$ cat config.mk
export PLATFORM = sky130hd
export DESIGN_NAME = ram_master
export DESIGN_NICKNAME = d
export VERILOG_FILES = /design/src/rtl/ram_master_pkg.sv /design/src/rtl/ram_master.sv
export SDC_FILE = /design/constraint.sdc
export NUM_CORES = 1
export LEC_CHECK = 0
export BUFFER_PORTS_ARGS = -buffer_cell sky130_fd_sc_hd__buf_2
export CAP_MARGIN = 20
export CELL_PAD_IN_SITES_DETAIL_PLACEMENT = 1
export CELL_PAD_IN_SITES_GLOBAL_PLACEMENT = 1
export CORE_MARGIN = 3
export CORE_UTILIZATION = 34
export DETAILED_ROUTE_END_ITERATION = 10
export PLACE_DENSITY_LB_ADDON = 0.1
export SETUP_SLACK_MARGIN = 0.4
export SYNTH_ARGS = -nofsm -noshare
export SYNTH_HDL_FRONTEND = slang
export SYNTH_SLANG_ARGS = --single-unit
$ cat constraint.sdc
create_clock -name clk -period 2.3 [get_ports clk]
set_clock_uncertainty 0.2 [all_clocks]
set_input_delay 0.23 -clock clk [delete_from_list [all_inputs] [get_ports clk]]
set_output_delay 0.23 -clock clk [all_outputs]
set_load 0.1 [all_outputs]
$ cat src/rtl/ram_master_pkg.sv
// Shared definitions for the RAM strobe initiator: FSM state encoding,
// default bus geometry and the address range helper.
package ram_master_pkg;

  localparam int RM_AW    = 6;
  localparam int RM_DW    = 8;
  localparam int RM_DEPTH = 4;

  typedef enum logic [2:0] {
    ST_IDLE,
    ST_SETUP,
    ST_STROBE,
    ST_SAMPLE,
    ST_RELEASE
  } rm_state_t;

  function automatic logic addr_in_range(input logic [31:0] a, input int depth);
    return (a < 32'(depth));
  endfunction

endpackage

$ cat src/rtl/ram_master.sv
// Initiator for the asynchronous RAM strobe interface: one request at a time,
// sequenced as SETUP/STROBE/(SAMPLE)/RELEASE. Optional macro RAM_MASTER_RANGE_EN
// short-circuits out-of-range requests with err=1 and no RAM strobes.
module ram_master
  import ram_master_pkg::*;
#(
  parameter int AW    = RM_AW,
  parameter int DW    = RM_DW,
  parameter int DEPTH = RM_DEPTH
) (
  input  logic          clk,
  input  logic          rst_n,
  input  logic          req,
  input  logic          we,
  input  logic [AW-1:0] addr,
  input  logic [DW-1:0] wdata,
  output logic          ready,
  output logic          done,
  output logic [DW-1:0] rdata,
  output logic          err,
  output logic [AW-1:0] ram_addr,
  output logic [DW-1:0] ram_din,
  output logic          ram_read,
  output logic          ram_write,
  output logic          ram_ena,
  input  logic [DW-1:0] ram_data
);

  rm_state_t     state_reg;
  logic          we_reg;
  logic          ready_reg;
  logic          done_reg;
  logic [DW-1:0] rdata_reg;
  logic [AW-1:0] ram_addr_reg;
  logic [DW-1:0] ram_din_reg;
  logic          ram_read_reg;
  logic          ram_write_reg;
  logic          ram_ena_reg;

`ifdef RAM_MASTER_RANGE_EN
  logic err_reg;
  assign err = err_reg;
`else
  logic unused_depth;
  assign unused_depth = (DEPTH > 0);
  assign err          = 1'b0;
`endif

  // Every output is driven straight from a flop so the RAM never sees a glitch.
  always_ff @(posedge clk) begin
    if (!rst_n) begin
      state_reg     <= ST_IDLE;
      we_reg        <= 1'b0;
      ready_reg     <= 1'b1;
      done_reg      <= 1'b0;
      rdata_reg     <= '0;
      ram_addr_reg  <= '0;
      ram_din_reg   <= '0;
      ram_read_reg  <= 1'b0;
      ram_write_reg <= 1'b0;
      ram_ena_reg   <= 1'b1;
`ifdef RAM_MASTER_RANGE_EN
      err_reg       <= 1'b0;
`endif
    end else begin
      done_reg <= 1'b0;
      case (state_reg)
        ST_IDLE: begin
          if (req) begin
            ready_reg <= 1'b0;
            we_reg    <= we;
`ifdef RAM_MASTER_RANGE_EN
            if (!addr_in_range(32'(addr), DEPTH)) begin
              state_reg <= ST_RELEASE;
              done_reg  <= 1'b1;
              err_reg   <= 1'b1;
            end else
`endif
            begin
              state_reg    <= ST_SETUP;
              ram_addr_reg <= addr;
              if (we) begin
                // Write strobe must already be high when ena falls next cycle.
                ram_din_reg   <= wdata;
                ram_write_reg <= 1'b1;
                ram_ena_reg   <= 1'b1;
              end else begin
                ram_ena_reg  <= 1'b0;
                ram_read_reg <= 1'b0;
              end
            end
          end
        end

        ST_SETUP: begin
          state_reg <= ST_STROBE;
          if (we_reg) ram_ena_reg  <= 1'b0;
          else        ram_read_reg <= 1'b1;
        end

        ST_STROBE: begin
          if (we_reg) begin
            state_reg     <= ST_RELEASE;
            ram_ena_reg   <= 1'b1;
            ram_write_reg <= 1'b0;
            done_reg      <= 1'b1;
          end else begin
            state_reg <= ST_SAMPLE;
          end
        end

        ST_SAMPLE: begin
          // The RAM has been driving the bus for a full cycle by now.
          rdata_reg    <= ram_data;
          state_reg    <= ST_RELEASE;
          ram_read_reg <= 1'b0;
          ram_ena_reg  <= 1'b1;
          done_reg     <= 1'b1;
        end

        ST_RELEASE: begin
          state_reg <= ST_IDLE;
          ready_reg <= 1'b1;
`ifdef RAM_MASTER_RANGE_EN
          err_reg   <= 1'b0;
`endif
        end

        default: begin
          state_reg     <= ST_IDLE;
          ready_reg     <= 1'b1;
          ram_read_reg  <= 1'b0;
          ram_write_reg <= 1'b0;
          ram_ena_reg   <= 1'b1;
        end
      endcase
    end
  end

  assign ready     = ready_reg;
  assign done      = done_reg;
  assign rdata     = rdata_reg;
  assign ram_addr  = ram_addr_reg;
  assign ram_din   = ram_din_reg;
  assign ram_read  = ram_read_reg;
  assign ram_write = ram_write_reg;
  assign ram_ena   = ram_ena_reg;

endmodule

Word-level counts from Yosys, hierarchy flattened
Cells that the tools add are included.
{ "word_totals": {"word_cells": 53, "register_bits": 31} }
{ "classes": {"n_bitwise": 4, "n_eq_ne": 10, "muxes": 19, "n_reduce_logical": 10} }
{ "ops": {"columns": ["operator", "n"], "rows": [
  ["2-bit inequality test (second input constant)", 6],
  ["3-bit one-hot mux with 4 select lines", 1],
  ["4-bit AND reduction", 3],
  ["1-bit two-way mux", 11],
  ["3-bit by 2-bit == test with 1-bit output (second input constant)", 2],
  ["3-bit two-way mux", 2],
  ["1-bit one-hot mux with 3 select lines", 2],
  ["3-bit OR reduction", 2],
  ["1-bit inverter", 4],
  ["1-bit one-hot mux with 2 select lines", 2],
  ["1-bit one-hot mux with 4 select lines", 1],
  ["2-bit AND reduction", 2],
  ["3-bit by 1-bit == test with 1-bit output (second input constant)", 1],
  ["3-bit == test (second input constant)", 1],
  ["3-bit logical NOT", 1],
  ["3-bit AND reduction", 1],
  ["2-bit OR reduction", 1]
]} }

Longest topological paths before layout
Gate-level depths: netlist of run 1.
{ "logic_depth": {"word_depth": 4, "mapped_depth": 6, "depth_no_buf": 3} }

Least setup slack after synthesis of run 1
Ideal clock, no wire load.
{ "synth_timing": {"path_type": "register to register", "start": "register state_reg[2]", "end": "register ram_din_reg[6], in the netlist ram_din[6]", "path_stages_with_launch": 7, "setup_time_ps": 119, "arrival_time_ps": 1303, "path_slack_ps": 678, "path_buffers": 3, "cell_sequence": "dfxtp_1 buf_6 or4b_1 buf_2 buf_6 o21ai_2 a21boi_1"} }
{ "synth_between": {"elab_chain_len": 2} }
{ "synth_lines": {"columns": ["item", "line", "source"], "rows": [
  ["start, declared", "ram_master.sv:29", "rm_state_t state_reg;"],
  ["start signal, assigned", "ram_master.sv:52", "state_reg <= ST_IDLE;"],
  ["start signal, assigned", "ram_master.sv:80", "state_reg <= ST_SETUP;"],
  ["start signal, assigned", "ram_master.sv:96", "state_reg <= ST_STROBE;"],
  ["3-bit logical NOT", "ram_master.sv:67", "case (state_reg)"],
  ["3-bit AND reduction (no source line)", null, null],
  ["end signal, assigned", "ram_master.sv:84", "ram_din_reg <= wdata;"],
  ["end, declared", "ram_master.sv:35", "logic [DW-1:0] ram_din_reg;"]
]} }
Every way passes these cells.
A chain may end at the register's enable or synchronous reset.

Final worst setup path of run 1
{ "layout_timing": {"start": "register state_reg[2]", "end": "register ram_din_reg[3], in the netlist ram_din[3]"} }
Same word-level chain as after synthesis.

==> reports/metrics.cfg, run 1 <==
[detailed_routing]
drt_pass1_iterations=3
postRouteAntennaNets=0
vias=1168
initialDrtViolationCount=22
drc=0
wl_um=3350
via_per_inst=4.81
wl_per_cell_um=13.8

[setup_path]
crit_required_ns=2.26
crit_fanout=16
crit_arrival_ns=1.64
reg2reg_depth=3
startpoint_type=flip-flop
r2r-end=ram_din[3]
crit_start=state_reg[2]
end_kind=flip-flop
slowest_stage=or4b_4
crit_chain=or4b_4 -> o21ai_0 -> a21boi_0
endpoint=ram_din[3]
reg2reg_setup_slack_ns=0.62
worstSetupPathType=flip-flop to flip-flop
r2r_start=state_reg[2]
slowest_delay_ns=0.64

[timing]
setup_viol=0
max_slew.worst_pin.slew_ns=0.511
final-max-slew-violation-count=0
grt_setup_unrepaired=false
fin_tns_setup_ns=0
hold_slack_ns=0.00761
max_freq_mhz=596
finalCriticalPeriod_ns=1.68
period_share_pct=73.0
hold_violations=0
slew_headroom_pct=65.8

[synthesis]
syn_area_per_cell_um2=9.32
yosys_warnings=0
postSynthRegisterBits=31
syn_area_mm2=0.00129
synth_cell_type_count=28
syn-num-nets=165
ys_seq_area_share_pct=47.9
syn_inst=139

[grt]
grt_max_degree=30
grt-ovfl-total=0
grt_use_total_pct=15.7
grt_pass1_wl_um=5250
antenna_found_initial=0
grt_pass1_vias=1170

[finish]
nets=222
final_util_pct=49.9
multi_input_area_um2=601
diodes=0
area_growth_pct=34.6
seq_area_um2=621
fill_cells=414
drive_above_1_share_pct=34.5

[run]
drv_cap=0

[pwr]
leakagePower_nw=0.813
p_total_mw=1.43
power.net_switching_mw=0.501
power_frac_seq_pct=40.9
p_int_mw=0.932
p_sw_share_pct=35.0
power_frac_comb_pct=26.4
power.density_mw_per_mm2=822
ir_drop_mv=0.340
p_clk_share_pct=32.8

[clock_tree]
cts_tree=yes
htreeDepth=2
clock_path_buffers=2
numCtsBuffers=5
clkTransAtPathRegs_ns=0.06
cts.sinks=31
clk_latency_ns=0.28
cts_root_buffer=clkbuf_8

[floorplan]
dieArea_mm2=0.00459
dieHeight_um=67.7
ios=54
rows=21
core-area_mm2=0.00349
fp.dieW_um=67.7
start_util_pct=37.1

[placed_design]
port_buffers=52
hpwlAfterDp_um=2340
routabilityCongestion=0.676

[run_status]
outcome=finished clean

[worst_hold_path]
min_path_type=input port to flip-flop

## stage by stage
stage / cells / instance area [um2] / setup slack (ns)
2_1_floorplan: 139 / 1290 / 0.678
3_3_place_gp: 228 / 1570 / 0.474
3_5_place_dp: 228 / 1570 / 0.382
4_1_cts: 243 / 1740 / 0.603
5_1_grt: 243 / 1740 / 0.515
6_report: 243 / 1740 / 0.621
## worst max-delay path, delay by kind of cell (launching register included)
kind             cells  cell delay, ns
flip-flops           1            0.41
AND/OR/NAND/NOR      1            0.64
AO/OA/AOI/OAI        2            0.31
## repair_timing
item                                   4_1_cts  5_1_grt
hold buffers                                 7        0
resized for setup                            1        0
setup endpoints to repair                    2        0
setup buffers                                0        0
endpoints found under the hold margin        7        0
## worst min path at each step
stage	startpoint	end	slack (ns)	cells past startpoint
2_1_floorplan	addr[3]	ram_addr[3]	0.16	2
3_3_place_gp	ram_addr[4]	ram_addr[4]	0.25	2
3_5_place_dp	ram_write	ram_write	0.25	2
4_1_cts	wdata[5]	ram_din[5]	0.003	3
5_1_grt	wdata[6]	ram_din[6]	0.004	3
6_report	wdata[5]	ram_din[5]	0.008	3
## placed cells by master (no fill, tap or decap)
master,instances
clkbuf_8,7
nand2_1,16
a21oi_1,3
a21boi_1,5
a22oi_1,1
nand3b_1,1
nor3b_1,2
buf_4,3
o21ai_1,1
dlygate4sd3_1,7
xor2_1,1
dfxtp_1,31
conb_1,1
clkinvlp_4,1
mux2_2,1
nor2_1,6
nor2b_1,8
nand3_1,9
nor4b_4,1
inv_1,2
nand2b_1,3
o21ai_2,2
o21ai_0,10
or4b_4,1
o211ai_1,1
buf_2,52
mux2i_1,10
nor3_1,1
a21boi_0,10
## power by group through the flow
stage	registers, mW	clock network (mW)	logic, mW
3_3_place_gp	0.595	0	0.363
3_5_place_dp	0.596	0	0.369
6_report	0.586	0.469	0.378
5_1_grt	0.590	0.510	0.399
4_1_cts	0.586	0.488	0.381
2_1_floorplan	0.783	0	0.113
## layer usage
layer | GRT usage, % | routed length [um] | vias to the layer above
li1 | - | - | 580
met5 | 0 | 0 | -
met3 | 4.66 | 202 | 5
met1 | 16.6 | 1340 | 551
met2 | 28.3 | 1750 | 32
met4 | 7.59 | 57 | 0
## synth_stat cells, drive strengths merged
cell type  number  share of area [%]
mux2i          10                7.7
clkbuf          4                1.2
mux2            1               0.87
conb            1               0.29
or4b            1               0.77
nand3           9                3.5
dfxtp          31                 48
nor2            6                1.7
nor3            1               0.39
a22oi           1               0.58
nor4b           1                1.8
o211ai          1               0.58
xor2            1               0.68
nand3b          1               0.58
a21oi           3                1.2
nor2b           8                3.9
nor3b           2                1.2
nand2b          3                1.4
a21boi         15                8.7
nand2          16                4.6
buf             8                4.3
inv             2               0.58
o21ai          13                5.6
## kinds of logic (layout without fill, tap and decap cells)
logic type,Yosys count,count (layout),share of synthesized area (%)
and+or+nand+nor,48,48,19.9
AOI/OAI and AO/OA,33,33,16.6
DFF,31,31,47.9
buffers and inverters,14,72,5.99
muxes,11,11,8.60
other,1,1,0.290
xor gates and xnor gates,1,1,0.676
## area by class of cell
type,count,share of cell area (%)
multi-input combinational,94,34.5
sequential,31,35.6
clock inverter,1,0.431
inverter,2,0.431
clock buffer,7,5.53
timing repair buffer,62,20.2
tap,46,3.30
(Power assumes the default switching activity.)
==> inputs of run 2 (changes only) <==
==> constraint.sdc (replaced) <==
create_clock -name clk -period 1.7 [get_ports clk]
set_clock_uncertainty 0.2 [all_clocks]
set_input_delay 0.17 -clock clk [delete_from_list [all_inputs] [get_ports clk]]
set_output_delay 0.17 -clock clk [all_outputs]
set_load 0.1 [all_outputs]
==> run 2 against run 1 <==
Net effect: cell area grew 27%; critical path type unchanged; power grew 43%; global-route usage grew 2.4 points; sequential cell count is the same; combinational power grew 76%; via count grew 13%.
==> reports/metrics.cfg, run 2 (same netlist as run 1, synthesis figures left out) <==
[floorplan]
core-area_mm2=0.00349  ; unchanged
dieArea_mm2=0.00459  ; unchanged
dieHeight_um=67.7  ; unchanged
fp.dieW_um=67.7  ; unchanged
ios=54  ; unchanged
start_util_pct=37.1  ; unchanged
rows=21  ; unchanged

[pwr]
power_frac_seq_pct=39.4  ; was 40.9%
p_int_mw=1.32  ; was 0.932 mW
p_total_mw=2.05  ; was 1.43 mW
p_sw_share_pct=35.7  ; was 35.0%
ir_drop_mv=0.622  ; was 0.340 mV
power.density_mw_per_mm2=929  ; was 822 mW/mm2
leakagePower_nw=0.982  ; was 0.813 nW
power.net_switching_mw=0.733  ; was 0.501 mW
p_clk_share_pct=28.3  ; was 32.8%
power_frac_comb_pct=32.3  ; was 26.4%

[setup_path]
crit_required_ns=1.66  ; was 2.26 ns
r2r_start=state_reg[0]  ; was state_reg[2]
crit_fanout=7  ; was 16
r2r-end=ram_addr[3]  ; was ram_din[3]
reg2reg_setup_slack_ns=0.07  ; was 0.62 ns
reg2reg_depth=5  ; was 3
worstSetupPathType=flip-flop to flip-flop  ; unchanged
end_kind=flip-flop  ; unchanged
startpoint_type=flip-flop  ; unchanged
crit_arrival_ns=1.60  ; was 1.64 ns

[finish]
drive_above_1_share_pct=51.4  ; was 34.5%
diodes=0  ; unchanged
area_growth_pct=70.5  ; was 34.6%
nets=248  ; was 222
layout_common_cells=buf_4, buf_2, dfxtp_2, dlygate4sd3_1, a21boi_1  ; was buf_2, dfxtp_1, nand2_1
multi_input_area_um2=656  ; was 601 um2
seq_area_um2=649  ; was 621 um2
final_util_pct=63.2  ; was 49.9%
design_area_mm2=0.00221  ; was 0.00174 mm2
fill_cells=377  ; was 414

[grt]
grt-ovfl-total=0  ; unchanged
grt_pass1_wl_um=6020  ; was 5250 um
grt_use_total_pct=18.1  ; was 15.7%
use_met3_pct=4.16  ; was 4.66%
grt_util_met1_pct=19.4  ; was 16.6%
busiest_layer=met2  ; unchanged
antenna_found_initial=0  ; unchanged
met2_usage_pct=33.7  ; was 28.3%
grt_max_degree=21  ; was 30
grt_pass1_vias=1327  ; was 1,170

[timing]
fin_tns_setup_ns=0  ; unchanged
finalCriticalPeriod_ns=1.63  ; was 1.68 ns
hold_violations=0  ; unchanged
final-max-slew-violation-count=0  ; unchanged
period_share_pct=96.1  ; was 73.0%
max_freq_mhz=612  ; was 596 MHz
hold_slack_ns=0.0534  ; was 0.00761 ns
setup_viol=0  ; unchanged
grt_setup_unrepaired=true  ; was false

[clock_tree]
clkTransAtPathRegs_ns=0.06  ; about the same
htreeDepth=2  ; unchanged
clock_path_buffers=2  ; unchanged
cts_root_buffer=clkbuf_8  ; unchanged
cts.sinks=31  ; unchanged
clk_latency_ns=0.28  ; about the same
cts_tree=yes  ; unchanged
numCtsBuffers=5  ; unchanged

[detailed_routing]
wl_per_cell_um=16.9  ; was 13.8 um
drt_pass1_iterations=4  ; was 3
drc=0  ; unchanged
postRouteAntennaNets=0  ; unchanged
via_per_inst=4.93  ; was 4.81
wl_um=4520  ; was 3350 um
initialDrtViolationCount=34  ; was 22
vias=1320  ; was 1,168

[run_status]
outcome=finished clean  ; unchanged

[placed_design]
hpwlAfterDp_um=2360  ; was 2340 um
routabilityCongestion=0.732  ; was 0.676
port_buffers=52  ; unchanged
place_area_mm2=0.00162  ; was 0.00157 mm2

[run]
drv_cap=0  ; unchanged

[worst_hold_path]
min_from=we  ; was wdata[5]
min_path_cells=3  ; unchanged
min_to=ram_din[0]  ; was ram_din[5]
min_path_type=input port to flip-flop  ; unchanged

## run 2: changes by cell type in the layout (fill, tap and decap cells not counted), sizes merged
| cell | before | now |
|---|---|---|
| buf | 55 | 66 |
| clkbuf | 7 | 6 |
| dlygate4sd3 | 7 | 22 |
| clkinv | 0 | 1 |
| clkinvlp | 1 | 0 |
## run 2: layout make-up
class	count	area share (%)
clock buffers	6	3.74
clock inverters	1	0.227
inverters	2	0.340
multi-input cells	94	29.7
flip-flops and latches	31	29.4
well taps	46	2.61
repair buffers	88	34.0
## run 2: worst max-delay path by stage
stage | start | to | cells after the start
2_1_floorplan | state_reg[2] | ram_din[6] | 6
3_3_place_gp | state_reg[0] | ram_din[1] | 4
3_5_place_dp | state_reg[0] | ram_din[3] | 4
4_1_cts | state_reg[1] | ram_addr[4] | 5
5_1_grt | state_reg[0] | ram_addr[3] | 5
6_report | state_reg[0] | ram_addr[3] | 5
## run 2: metal layers
layer  routed length (um)  vias up
li1                     -      632
met5                    0        -
met4                   40        0
met1                 1780      649
met2                 2520       34
met3                  181        5
## run 2: power groups by stage
stage	Combinational [mW]	Clock [mW]	Sequential (mW)
after floorplan	0.160	0	1.07
after global placement	0.501	0	0.809
after detailed placement	0.510	0	0.811
after CTS	0.601	0.590	0.799
after global routing	0.693	0.620	0.812
final	0.664	0.581	0.808
## run 2: worst max-delay path, stage by stage (launching register included)
cell	delay [ns]
dfxtp_2	0.32
or4b_4	0.55
buf_8	0.16
buf_12	0.13
nand2_2	0.07
a21boi_1	0.08
## run 2: through the flow
| stage | worst slack, ns | cells |
|---|---|---|
| 5_1_grt | 0.0435 | 268 |
| 3_5_place_dp | 0.0586 | 232 |
| 4_1_cts | 0.154 | 263 |
| 3_3_place_gp | 0.146 | 232 |
| 6_report | 0.0658 | 268 |
| 2_1_floorplan | 0.0892 | 139 |
## run 2: timing repair
item | CTS | global route
gates resized for setup | 50 | 38
cloned | 1 | 1
endpoints found under the setup margin | 54 | 35
setup buffers | 1 | 4
hold buffers | 22 | 0
pin swaps | 9 | 7
endpoints found under the hold margin | 22 | 0
